### src/rtl/uart_apb_master.sv
// UART-driven APB initiator: parses 0x57/0x52 command frames, runs one APB transfer, returns status (+ read data) bytes.
// Define UART_APB_TIMEOUT_EN to abort ACCESS after APB_TIMEOUT cycles without PREADY (status 0x02).
module uart_apb_master #(
  parameter int RX_TIMEOUT  = 100000,
  parameter int APB_TIMEOUT = 1024
) (
  input  logic        clk,
  input  logic        rstn,
  input  logic [7:0]  rx_data_i,
  input  logic        rx_valid_i,
  output logic [7:0]  tx_data_o,
  output logic        tx_valid_o,
  input  logic        tx_done_i,
  output logic        PSEL_o,
  output logic        PENABLE_o,
  output logic        PWRITE_o,
  output logic [31:0] PADDR_o,
  output logic [31:0] PWDATA_o,
  input  logic [31:0] PRDATA_i,
  input  logic        PREADY_i,
  input  logic        PSLVERR_i,
  output logic        busy_o
);

  typedef enum logic [2:0] {IDLE, ADDR, WDATA, SETUP, ACCESS, RESP} state_t;

  localparam logic [7:0] OP_WR     = 8'h57;
  localparam logic [7:0] OP_RD     = 8'h52;
  localparam logic [7:0] ST_OK     = 8'h00;
  localparam logic [7:0] ST_SLVERR = 8'h01;
  localparam logic [7:0] ST_TMO    = 8'h02;
  localparam logic [7:0] ST_BADOP  = 8'h03;

  state_t      state, state_nxt;
  logic [1:0]  byte_cnt;
  logic [31:0] rx_timer;
  logic [7:0]  status;
  logic [31:0] rdata;
  logic [2:0]  tx_idx;
  logic [2:0]  tx_last;
  logic        tx_valid;
  logic        rx_expired;
  logic        tx_last_done;
  logic        apb_expired;

  // An arriving byte always beats a simultaneous timer expiry.
  assign rx_expired   = !rx_valid_i && (rx_timer == 32'(RX_TIMEOUT - 1));
  assign tx_last      = (PWRITE_o || status == ST_BADOP) ? 3'd0 : 3'd4;
  assign tx_last_done = tx_valid && tx_done_i && (tx_idx == tx_last);
  assign tx_valid_o   = tx_valid;

`ifdef UART_APB_TIMEOUT_EN
  logic [31:0] apb_timer;

  assign apb_expired = !PREADY_i && (apb_timer == 32'(APB_TIMEOUT - 1));

  always_ff @(posedge clk or negedge rstn) begin
    if (!rstn)                apb_timer <= 32'd0;
    else if (state != ACCESS) apb_timer <= 32'd0;
    else                      apb_timer <= apb_timer + 32'd1;
  end
`else
  assign apb_expired = 1'b0;
`endif

  always_ff @(posedge clk or negedge rstn) begin
    if (!rstn) state <= IDLE;
    else       state <= state_nxt;
  end

  always_comb begin
    state_nxt = state;
    case (state)
      IDLE:
        if (rx_valid_i)
          state_nxt = (rx_data_i == OP_WR || rx_data_i == OP_RD) ? ADDR : RESP;
      ADDR:
        if (rx_valid_i && byte_cnt == 2'd3) state_nxt = PWRITE_o ? WDATA : SETUP;
        else if (rx_expired)                state_nxt = IDLE;
      WDATA:
        if (rx_valid_i && byte_cnt == 2'd3) state_nxt = SETUP;
        else if (rx_expired)                state_nxt = IDLE;
      SETUP:  state_nxt = ACCESS;
      ACCESS:
        if (PREADY_i || apb_expired) state_nxt = RESP;
      RESP:
        if (tx_last_done) state_nxt = IDLE;
      default: state_nxt = IDLE;
    endcase
  end

  always_comb begin
    PSEL_o    = (state == SETUP) || (state == ACCESS);
    PENABLE_o = (state == ACCESS);
    busy_o    = !(state == IDLE || state == ADDR || state == WDATA);
    case (tx_idx)
      3'd1:    tx_data_o = rdata[7:0];
      3'd2:    tx_data_o = rdata[15:8];
      3'd3:    tx_data_o = rdata[23:16];
      3'd4:    tx_data_o = rdata[31:24];
      default: tx_data_o = status;
    endcase
  end

  always_ff @(posedge clk or negedge rstn) begin
    if (!rstn) begin
      byte_cnt <= 2'd0;
      rx_timer <= 32'd0;
      PWRITE_o <= 1'b0;
      PADDR_o  <= 32'd0;
      PWDATA_o <= 32'd0;
      status   <= ST_OK;
      rdata    <= 32'd0;
      tx_idx   <= 3'd0;
      tx_valid <= 1'b0;
    end else begin
      case (state)
        IDLE: begin
          byte_cnt <= 2'd0;
          rx_timer <= 32'd0;
          if (rx_valid_i) begin
            if (rx_data_i == OP_WR || rx_data_i == OP_RD) PWRITE_o <= (rx_data_i == OP_WR);
            else                                          status   <= ST_BADOP;
          end
        end
        ADDR, WDATA: begin
          if (rx_valid_i) begin
            rx_timer <= 32'd0;
            byte_cnt <= byte_cnt + 2'd1;
            if (state == ADDR) PADDR_o[{byte_cnt, 3'b000} +: 8]  <= rx_data_i;
            else               PWDATA_o[{byte_cnt, 3'b000} +: 8] <= rx_data_i;
          end else begin
            rx_timer <= rx_timer + 32'd1;
          end
        end
        ACCESS: begin
          if (PREADY_i) begin
            status <= PSLVERR_i ? ST_SLVERR : ST_OK;
            if (!PWRITE_o) rdata <= PRDATA_i;
          end else if (apb_expired) begin
            status <= ST_TMO;
            rdata  <= 32'd0;
          end
        end
        RESP: begin
          // Drop valid for one cycle after each done, then present the next byte.
          if (!tx_valid) begin
            tx_valid <= 1'b1;
          end else if (tx_done_i) begin
            tx_valid <= 1'b0;
            tx_idx   <= tx_idx + 3'd1;
          end
        end
        default: ;
      endcase
      if (state != RESP && state_nxt == RESP) begin
        tx_valid <= 1'b1;
        tx_idx   <= 3'd0;
      end
    end
  end

endmodule

### config.mk
export PLATFORM = sky130hd
export DESIGN_NAME = uart_apb_master
export DESIGN_NICKNAME = d
export VERILOG_FILES = /design/src/rtl/uart_apb_master.sv
export SDC_FILE = /design/constraint.sdc
export NUM_CORES = 1
export LEC_CHECK = 0
export BUFFER_PORTS_ARGS = -buffer_cell sky130_fd_sc_hd__buf_2
export CELL_PAD_IN_SITES_DETAIL_PLACEMENT = 1
export CELL_PAD_IN_SITES_GLOBAL_PLACEMENT = 1
export CORE_MARGIN = 2
export CORE_UTILIZATION = 37
export CTS_CLUSTER_SIZE = 25
export DETAILED_ROUTE_END_ITERATION = 8
export GPL_ROUTABILITY_DRIVEN = 0
export GPL_TIMING_DRIVEN = 0
export HOLD_SLACK_MARGIN = 0.02
export PLACE_DENSITY_LB_ADDON = 0.1
export SLEW_MARGIN = 15
export SYNTH_ARGS = -nofsm -noshare
export SYNTH_HDL_FRONTEND = slang
export SYNTH_SLANG_ARGS = --single-unit
### constraint.sdc
create_clock -name clk -period 2.1 [get_ports clk]
set_clock_uncertainty 0.05 [all_clocks]
set_input_delay 0.315 -clock clk [delete_from_list [all_inputs] [get_ports clk]]
set_output_delay 0.315 -clock clk [all_outputs]
set_load 0.05 [all_outputs]
* Word-level counts from Yosys, hierarchy flattened
Cells that the tools add are included.
** Storage, ports and cells
- Flip-flop bits (word level) :: 146
- Latch bits :: 0
- RAM bits :: 0
- ROM bits :: 0
- Input port bits :: 46
- Output and inout port bits :: 77
- Word-level logic and storage cells :: 95
- Memories kept :: 0
** Cells by class
- Add/sub/neg operators :: 4
- Multipliers :: 0
- Divide/modulo/power cells :: 0
- $lt $le $gt $ge :: 0
- Equal/unequal tests :: 21
- Shifts and indexed selects :: 2
- Multiplexer cells :: 30
- Bitwise logic cells :: 2
- Reductions and logical operators :: 26
** Operators by type and width (number)
- $bwmux W32 :: 2
- $pmux W32 S2 :: 1
- $mux W3 :: 12
- $add A32 B1 Y32 const B :: 1
- $eq A32 B17 Y1 const B :: 1
- $mux W32 :: 1
- $pmux W8 S4 :: 1
- $shift A8 B7 Y32 const A :: 1
- $shiftx A8 B7 Y32 :: 1
- $mux W8 :: 3
- $pmux W3 S6 :: 1
- $eq A8 B7 Y1 const B :: 2
- $pmux W8 S2 :: 1
- $reduce_and A3 Y1 :: 5
- $eq A3 B2 Y1 const B :: 4
- $eq A3 B3 Y1 const B :: 4
- $reduce_bool A2 Y1 :: 5
- $eq A8 B2 Y1 const B :: 1
- $neg A5 Y7 :: 1
- $eq A3 B1 Y1 const B :: 2
- $mux W1 :: 6
- $ne A2 B2 Y1 const B :: 3
- $logic_and A1 B1 Y1 :: 5
- $logic_or A1 B1 Y1 :: 5
- 14 further kinds :: 16

* Longest topological paths before layout
Gate-level depths: netlist of run 1.
- Word-level depth :: 11
- Mapped depth :: 7

* Least setup slack after synthesis of run 1
OpenSTA, ideal clock, no wires.
- Kind :: reg2out
- Start :: register tx_idx[0]
- End :: output tx_data_o[2]
- Arrival :: 2.089 ns
- Required time :: 1.735 ns
- Setup slack :: -0.354 ns
- Stages on the path, launching flop included :: 6
- Cells stage by stage :: dfrtp_1 -> inv_1 -> ha_1 -> clkbuf_1 -> a22oi_1 -> o21ai_0
** On the way
- Word-level cells in the longest chain between the ends :: 2
- Elaborated cells on any way between the ends :: 5
- Classes of those cells :: 4 x eq/ne; 1 x mux
** RTL lines
- start, declared :: line 39 : logic [2:0] tx_idx;
- start signal, assigned :: line 151 : tx_idx <= tx_idx + 3'd1;
- $eq A3 B3 Y1 (tied with other cells) :: line 96 : case (tx_idx)
- $pmux W8 S4 * :: line 96
- end, declared :: line 11 : output logic [7:0] tx_data_o,
Mark *: on every way between the ends. The rest lies on a longest branch, timed or not.

* Worst setup path in the final report of run 1
- Start :: register tx_idx[1]
- End :: output tx_data_o[1]
The elaborated chain is that of the path after synthesis.

==> results of run 1 <==
area by class of cell:
class                   instances  share of cell area
flip-flops and latches        140              0.4000
multi-input cells             433              0.3495
repair buffers                178              0.1328
clock buffers                  19             0.05162
well taps                     220             0.03137
clock inverters                13             0.01497
plain buffers                  22             0.01355
inverters                      11            0.006274
flip-flops by register name, summed over array words and instances (netlist names):
| name | flops |
|---|---|
| rdata | 32 |
| PADDR_o | 32 |
| state | 3 |
| PWRITE_o | 1 |
| byte_cnt | 2 |
| tx_valid_o | 1 |
| rx_timer | 32 |
| PWDATA_o | 32 |
| status | 2 |
| tx_idx | 3 |
power breakdown:
| part | total [W] | internal [W] | leakage [nW] | switching (W) |
|---|---|---|---|---|
| Combinational | 0.00623 | 0.00228 | 1.97 | 0.00395 |
| Clock | 0.00300 | 0.00172 | 0.272 | 0.00128 |
| Sequential | 0.00397 | 0.00343 | 1.85 | 0.000546 |
| Total | 0.0132 | 0.00743 | 4.09 | 0.00578 |
cell usage in the layout, fill, tap and decap left out, types with 9 or more instances in the layout:
master and n:
clkbuf_1 11, dfrtp_1 135, a22o_1 17, a21oi_1 13, o21ai_0 67, buf_4 54, nand2_1 103, xor2_1 10
buf_6 13, mux2_2 32, buf_2 108, o21ai_1 9, a22oi_2 12, nand3_1 14, nor2_1 25, clkbuf_16 17
worst register-to-register path, cell delays in order (launching register included):
cell and delay [ns]:
dfrtp_1 0.37, nand4_2 0.13, or3_4 0.42, buf_6 0.15, nor4_4 0.33, buf_4 0.18
nand2_1 0.08, o31ai_1 0.41
metrics by stage:
step	instance area, um^2	total power, W	utilization	hold WS [ns]
floorplan	6309	0.007376	-	-0.03059
global placement	7179	0.008557	0.4314	0.4063
finish	8775	0.01321	0.5273	0.06235
detailed placement	7217	0.008751	0.4337	0.1955
CTS	8421	0.01276	0.5060	0.05304
global route	8775	0.01387	0.5273	0.05438
final timing paths:
path | endpoint | slack (ns) | cells past startpoint
max | tx_data_o[1] | -0.26 | 7
min | rdata[6] | 0.06 | 2
max reg2reg | rx_timer[24] | -0.18 | 7
min reg2reg | PWDATA_o[29] | 0.42 | 2
max in group asynchronous | tx_idx[2] | 0.84 | 3
min in group asynchronous | PWDATA_o[31] | 0.32 | 2
cells by family after synthesis:
| logic type | share of synthesized area |
|---|---|
| flip-flops | 0.5557 |
| AND/OR/NAND/NOR | 0.1701 |
| AO/OA/AOI/OAI | 0.1435 |
| adder cells (fa/ha/maj) | 0.02342 |
| multiplexers | 0.06231 |
| buffers and inverters | 0.02282 |
| XOR/XNOR | 0.02223 |
what timing repair did:
| item | 4_1_cts | 5_1_grt |
|---|---|---|
| endpoints found under the setup margin | 121 | 132 |
| setup buffers | 31 | 26 |
| pin swaps | 13 | 14 |
| gates resized for setup | 101 | 44 |
| endpoints found under the hold margin | 47 | 0 |
| hold buffers | 1 | 0 |
metal layers:
layer / up-vias / share of wire / GRT usage
li1: 2568 / - / -
met1: 2816 / 0.43 / 0.2676
met2: 136 / 0.52 / 0.3744
met3: 23 / 0.036 / 0.03416
met4: 0 / 0.015 / 0.08129
met5: - / 0 / 0
==> flow_summary.json, run 1 <==
{
  "status": "finished with violations",
  "violations": "negative setup slack",
  "dp_hpwl_mm": 12.90,
  "row_count": 47,
  "max_slew_margin": 0.6300,
  "nNetsFinal": 860,
  "antenna_left": 0,
  "routedWlPerCell_um": 18.89,
  "fp.dieArea_um2": 18100,
  "peakVddDrop_mv": 0.6408,
  "cp_num_buf_inv": 2,
  "fmax_ghz": 0.4235,
  "cp_max_fo": 5,
  "drv_cap": 0,
  "critPathKind": "reg -> out",
  "cts_tree": "yes",
  "start_util": 0.3788,
  "dieHeight_um": 134.5,
  "synthDistinctLibCells": 53,
  "synth_warnings": 0,
  "synth_cells": 611,
  "synth-edff-count": 0,
  "fillCellCount": 1879,
  "synth_most_common_cell": "dfrtp_1",
  "start_kind": "register",
  "die_w_um": 134.5,
  "track_usage": 0.2143,
  "design.core.area_um2": 16640,
  "first_iter_violations": 173,
  "critical_path.top_delay_family": "flip-flops",
  "fin_cells": 1036,
  "io_pins": 123,
  "grt_pass1_vias": 5765,
  "p_leak_nw": 4.091,
  "syn_area_per_cell_um2": 10.32,
  "fin_crit_sh": 1.124,
  "max_stage_delay_ns": 0.43,
  "finalHoldViolCount": 0,
  "yosysSeqAreaShare": 0.5557,
  "viasPerCell": 5.350,
  "port_buffers": 119,
  "clock_sinks": 140,
  "timing.rr.start": "rx_timer[12]",
  "netlist_area_um2": 6305,
  "route.detailed.drc": 0,
  "fin_tns_setup_ns": -2.062,
  "maxSlewViolCount": 0,
  "grt_max_degree": 94,
  "clkTransAtPathRegs_ns": 0.07,
  "placed_cells": 951,
  "setup_viol": 13,
  "async_flop_share": 1.000,
  "synthTopCellsByArea": "dfrtp_1, nand2_1, o21ai_0",
  "p_per_area_nw_per_um2": 1505,
  "synth.top_cell.area_share": 0.5557,
  "cts_max_level": 4,
  "setup_slack_ns": -0.2611,
  "path_cells": "inv_2 -> ha_4 -> nor3_4 -> a21oi_2 -> nor2_2 -> mux2_4 -> buf_8",
  "crit_start": "tx_idx[1]",
  "cts-root-buf": "clkbuf_16",
  "antenna_cells": 0,
  "endpoint_kind": "output port",
  "antenna_found_initial": 0,
  "cts_buffer_depth": 2,
  "crit_slowest_cell": "dfrtp_2",
  "multiInputGateArea_um2": 3067,
  "cp_data_arrival_time_ns": 2.00,
  "worst_pin_slew_ns": 0.5550,
  "gr-total-overflow": 0,
  "syn_to_final_growth_pct": 39.17,
  "min_path_type": "in -> reg",
  "rsz0062_at_grt": "yes",
  "wl_mm": 19.58,
  "insertion_delay_ns": 0.43,
  "cp.required_ns": 1.74,
  "yosys.area.top_type": "dfrtp_1",
  "synth-seq-cells": 140,
  "synth_common_cells": "dfrtp_1, nand2_1, o21ai_0",
  "area.sequential_um2": 3510,
  "dr.pass1.iters": 4,
  "drive_gt1_frac": 0.4020,
  "vias": 5543,
  "synth_ff_type": "dfrtp_1",
  "cts_made_buffers": 17,
  "hp-start": "PRDATA_i[6]",
  "preCtsSetupSlack_ns": -0.7801,
  "grt_pass1_wl_mm": 30.36,
  "syn_nets": 668,
  "period_needed_ns": 2.361
}
No activity file was read; power rests on OpenSTA's default activity.
==> run 2, diff against run 1 <==
- CORE_ASPECT_RATIO: unset -> 1.2
- GPL_ROUTABILITY_DRIVEN: 0 -> unset
==> run 2 against run 1 <==
  * The run still ends with negative setup slack left
  * Final area shrank 1.3%
  * Setup slack gained 0.0096 ns
  * Die area is essentially flat
  * Wire length shrank 3.2%
  * Worst hold slack gained 0.0065 ns
  * Flip-flop and latch count is the same
  * Critical path type unchanged
  * Largest power group unchanged
==> flow_summary.json, run 2 (synthesis gave the netlist of run 1 again) <==
{
  "antenna_left": 0,
  "track_usage": 0.2157,
  "antenna_cells": 0,
  "switching_share": 0.4166,
  "cts_made_buffers": 17,
  "p_sw_w": 0.005475,
  "min_path_type": "in -> reg",
  "grt_pass1_vias": 5993,
  "violations": "negative setup slack",
  "r2r_setup_slack_ns": -0.06,
  "design.core.area_um2": 16790,
  "dr.pass1.iters": 4,
  "antenna_found_initial": 1,
  "finalHoldViolCount": 0,
  "nNetsFinal": 841,
  "grt_pass1_wl_mm": 30.59,
  "cts_tree": "yes",
  "routedWlPerCell_um": 18.70,
  "drive_gt1_frac": 0.3827,
  "critPathKind": "reg -> out",
  "first_iter_violations": 268,
  "gr-total-overflow": 0,
  "power_frac_comb": 0.443,
  "cp.required_ns": 1.74,
  "p_leak_nw": 4.018,
  "path_cells": "ha_2 -> ha_4 -> a22oi_2 -> o21ai_1 -> mux2_4 -> buf_6",
  "worst_pin_slew_ns": 0.5697,
  "fin_cells": 1013,
  "start_util": 0.3756,
  "fmax_ghz": 0.4253,
  "dp_hpwl_mm": 12.78,
  "power.total_w": 0.01314,
  "setup_viol": 10,
  "crit_slowest_cell": "dfrtp_2",
  "cts_max_level": 4,
  "dieHeight_um": 147.0,
  "io_pins": 123,
  "p_per_area_nw_per_um2": 1518,
  "intPower_w": 0.007669,
  "row_count": 52,
  "maxSlewViolCount": 0,
  "setup_slack_ns": -0.2515,
  "die_w_um": 123.2,
  "syn_to_final_growth_pct": 37.37,
  "rsz0062_at_grt": "yes",
  "critical_path.top_delay_family": "flip-flops",
  "period_needed_ns": 2.352,
  "peakVddDrop_mv": 0.7571,
  "fp.dieArea_um2": 18100,
  "vias": 5499,
  "cts_buffer_depth": 2,
  "p_seq_frac": 0.298,
  "status": "finished with violations",
  "cp_data_arrival_time_ns": 1.99,
  "cts-root-buf": "clkbuf_16",
  "final_cell_mix": "dfrtp_1, buf_2, nand2_1",
  "clkTransAtPathRegs_ns": 0.06,
  "clkPwrFrac": 0.259,
  "grt_max_degree": 107,
  "insertion_delay_ns": 0.43,
  "cp_num_buf_inv": 1,
  "drv_cap": 0,
  "port_buffers": 119,
  "fillCellCount": 1885,
  "max_stage_delay_ns": 0.46,
  "gp_congestion": 0.7982,
  "start_kind": "register",
  "cp_max_fo": 6,
  "clock_sinks": 140,
  "placed_cells": 947,
  "layout_commonest_cell": "dfrtp_1",
  "route.detailed.drc": 0,
  "viasPerCell": 5.428,
  "wl_mm": 18.94,
  "max_slew_margin": 0.6202,
  "endpoint_kind": "output port",
  "fin_crit_sh": 1.120
}
==> run 2: cell count changes in the layout (fill, tap and decap cells not counted), moves of 3 or more <==
cell,change
buf_4,-18
a22oi_2,-8
bufinv_16,+4
dfrtp_2,+3
buf_6,-4
a22oi_1,+8
clkinvlp_4,-3
nor3_2,+4
dfrtp_1,-3
==> run 2: per-stage QoR <==
stage               area (um^2)  hold slack [ns]  TNS [ns]  worst slack (ns)  utilization
detailed placement         7212           0.1586    -43.79           -0.6945       0.4296
finish                     8661          0.06887    -1.511           -0.2515       0.5160
global placement           7174           0.4078   -216.69            -1.308       0.4274
floorplan                  6309         -0.03059         0          0.009359            -
CTS                        8337          0.05482    -1.653           -0.2754       0.4966
global route               8661          0.06178    -2.497           -0.3108       0.5160
==> run 2: routing by layer <==
layer  GRT usage  routed length, um
met2      0.3772              10070
met1      0.2599               7833
met5           0                  9
met4     0.08409                333
met3     0.03882                693
==> run 2: path summary, 6_finish.rpt <==
| path | from | depth (start not counted) | endpoint |
|---|---|---|---|
| worst max-delay path | tx_idx[0] | 6 | tx_data_o[0] |
| worst min-delay path | PRDATA_i[29] | 2 | rdata[29] |
| worst max register to register | rx_timer[25] | 6 | tx_valid_o |
| worst min register to register | PWDATA_o[15] | 2 | PWDATA_o[15] |
| max in group asynchronous | rstn | 3 | tx_idx[1] |
| min in group asynchronous | rstn | 2 | PWDATA_o[29] |
==> run 2: final cells by class <==
| type | instances | area, um^2 | share of cell area |
|---|---|---|---|
| Buffer | 22 | 122.6 | 0.01416 |
| Clock buffer | 20 | 456.7 | 0.05273 |
| Clock inverter | 12 | 209.0 | 0.02413 |
| Inverter | 11 | 55.05 | 0.006357 |
| Multi-Input combinational cell | 433 | 3014 | 0.3480 |
| Sequential cell | 140 | 3513 | 0.4057 |
| Tap cell | 216 | 270.3 | 0.03120 |
| Timing Repair Buffer | 159 | 1020 | 0.1177 |
==> run 2: timing repair <==
item / in CTS / in global routing
pin swaps: 13 / 18
hold buffers: 1 / 0
setup endpoints to repair: 128 / 94
buffers inserted: 20 / 18
endpoints found under the hold margin: 34 / 0
gates cloned: 0 / 0
resized for setup: 88 / 47
==> run 2: power groups by stage <==
stage | clock network (W) | registers (W) | logic [W]
2_1_floorplan | 0 | 0.00482 | 0.00255
3_3_place_gp | 0 | 0.00387 | 0.00468
3_5_place_dp | 0 | 0.00392 | 0.00481
4_1_cts | 0.00346 | 0.00390 | 0.00552
5_1_grt | 0.00357 | 0.00401 | 0.00625
6_report | 0.00341 | 0.00392 | 0.00582
==> run 2: worst register-to-register path, delay by kind of cell, from the launching register on <==
family          cells  cell delay (ns)
compound gates      3             0.71
flops               1             0.39
simple gates        3             0.90
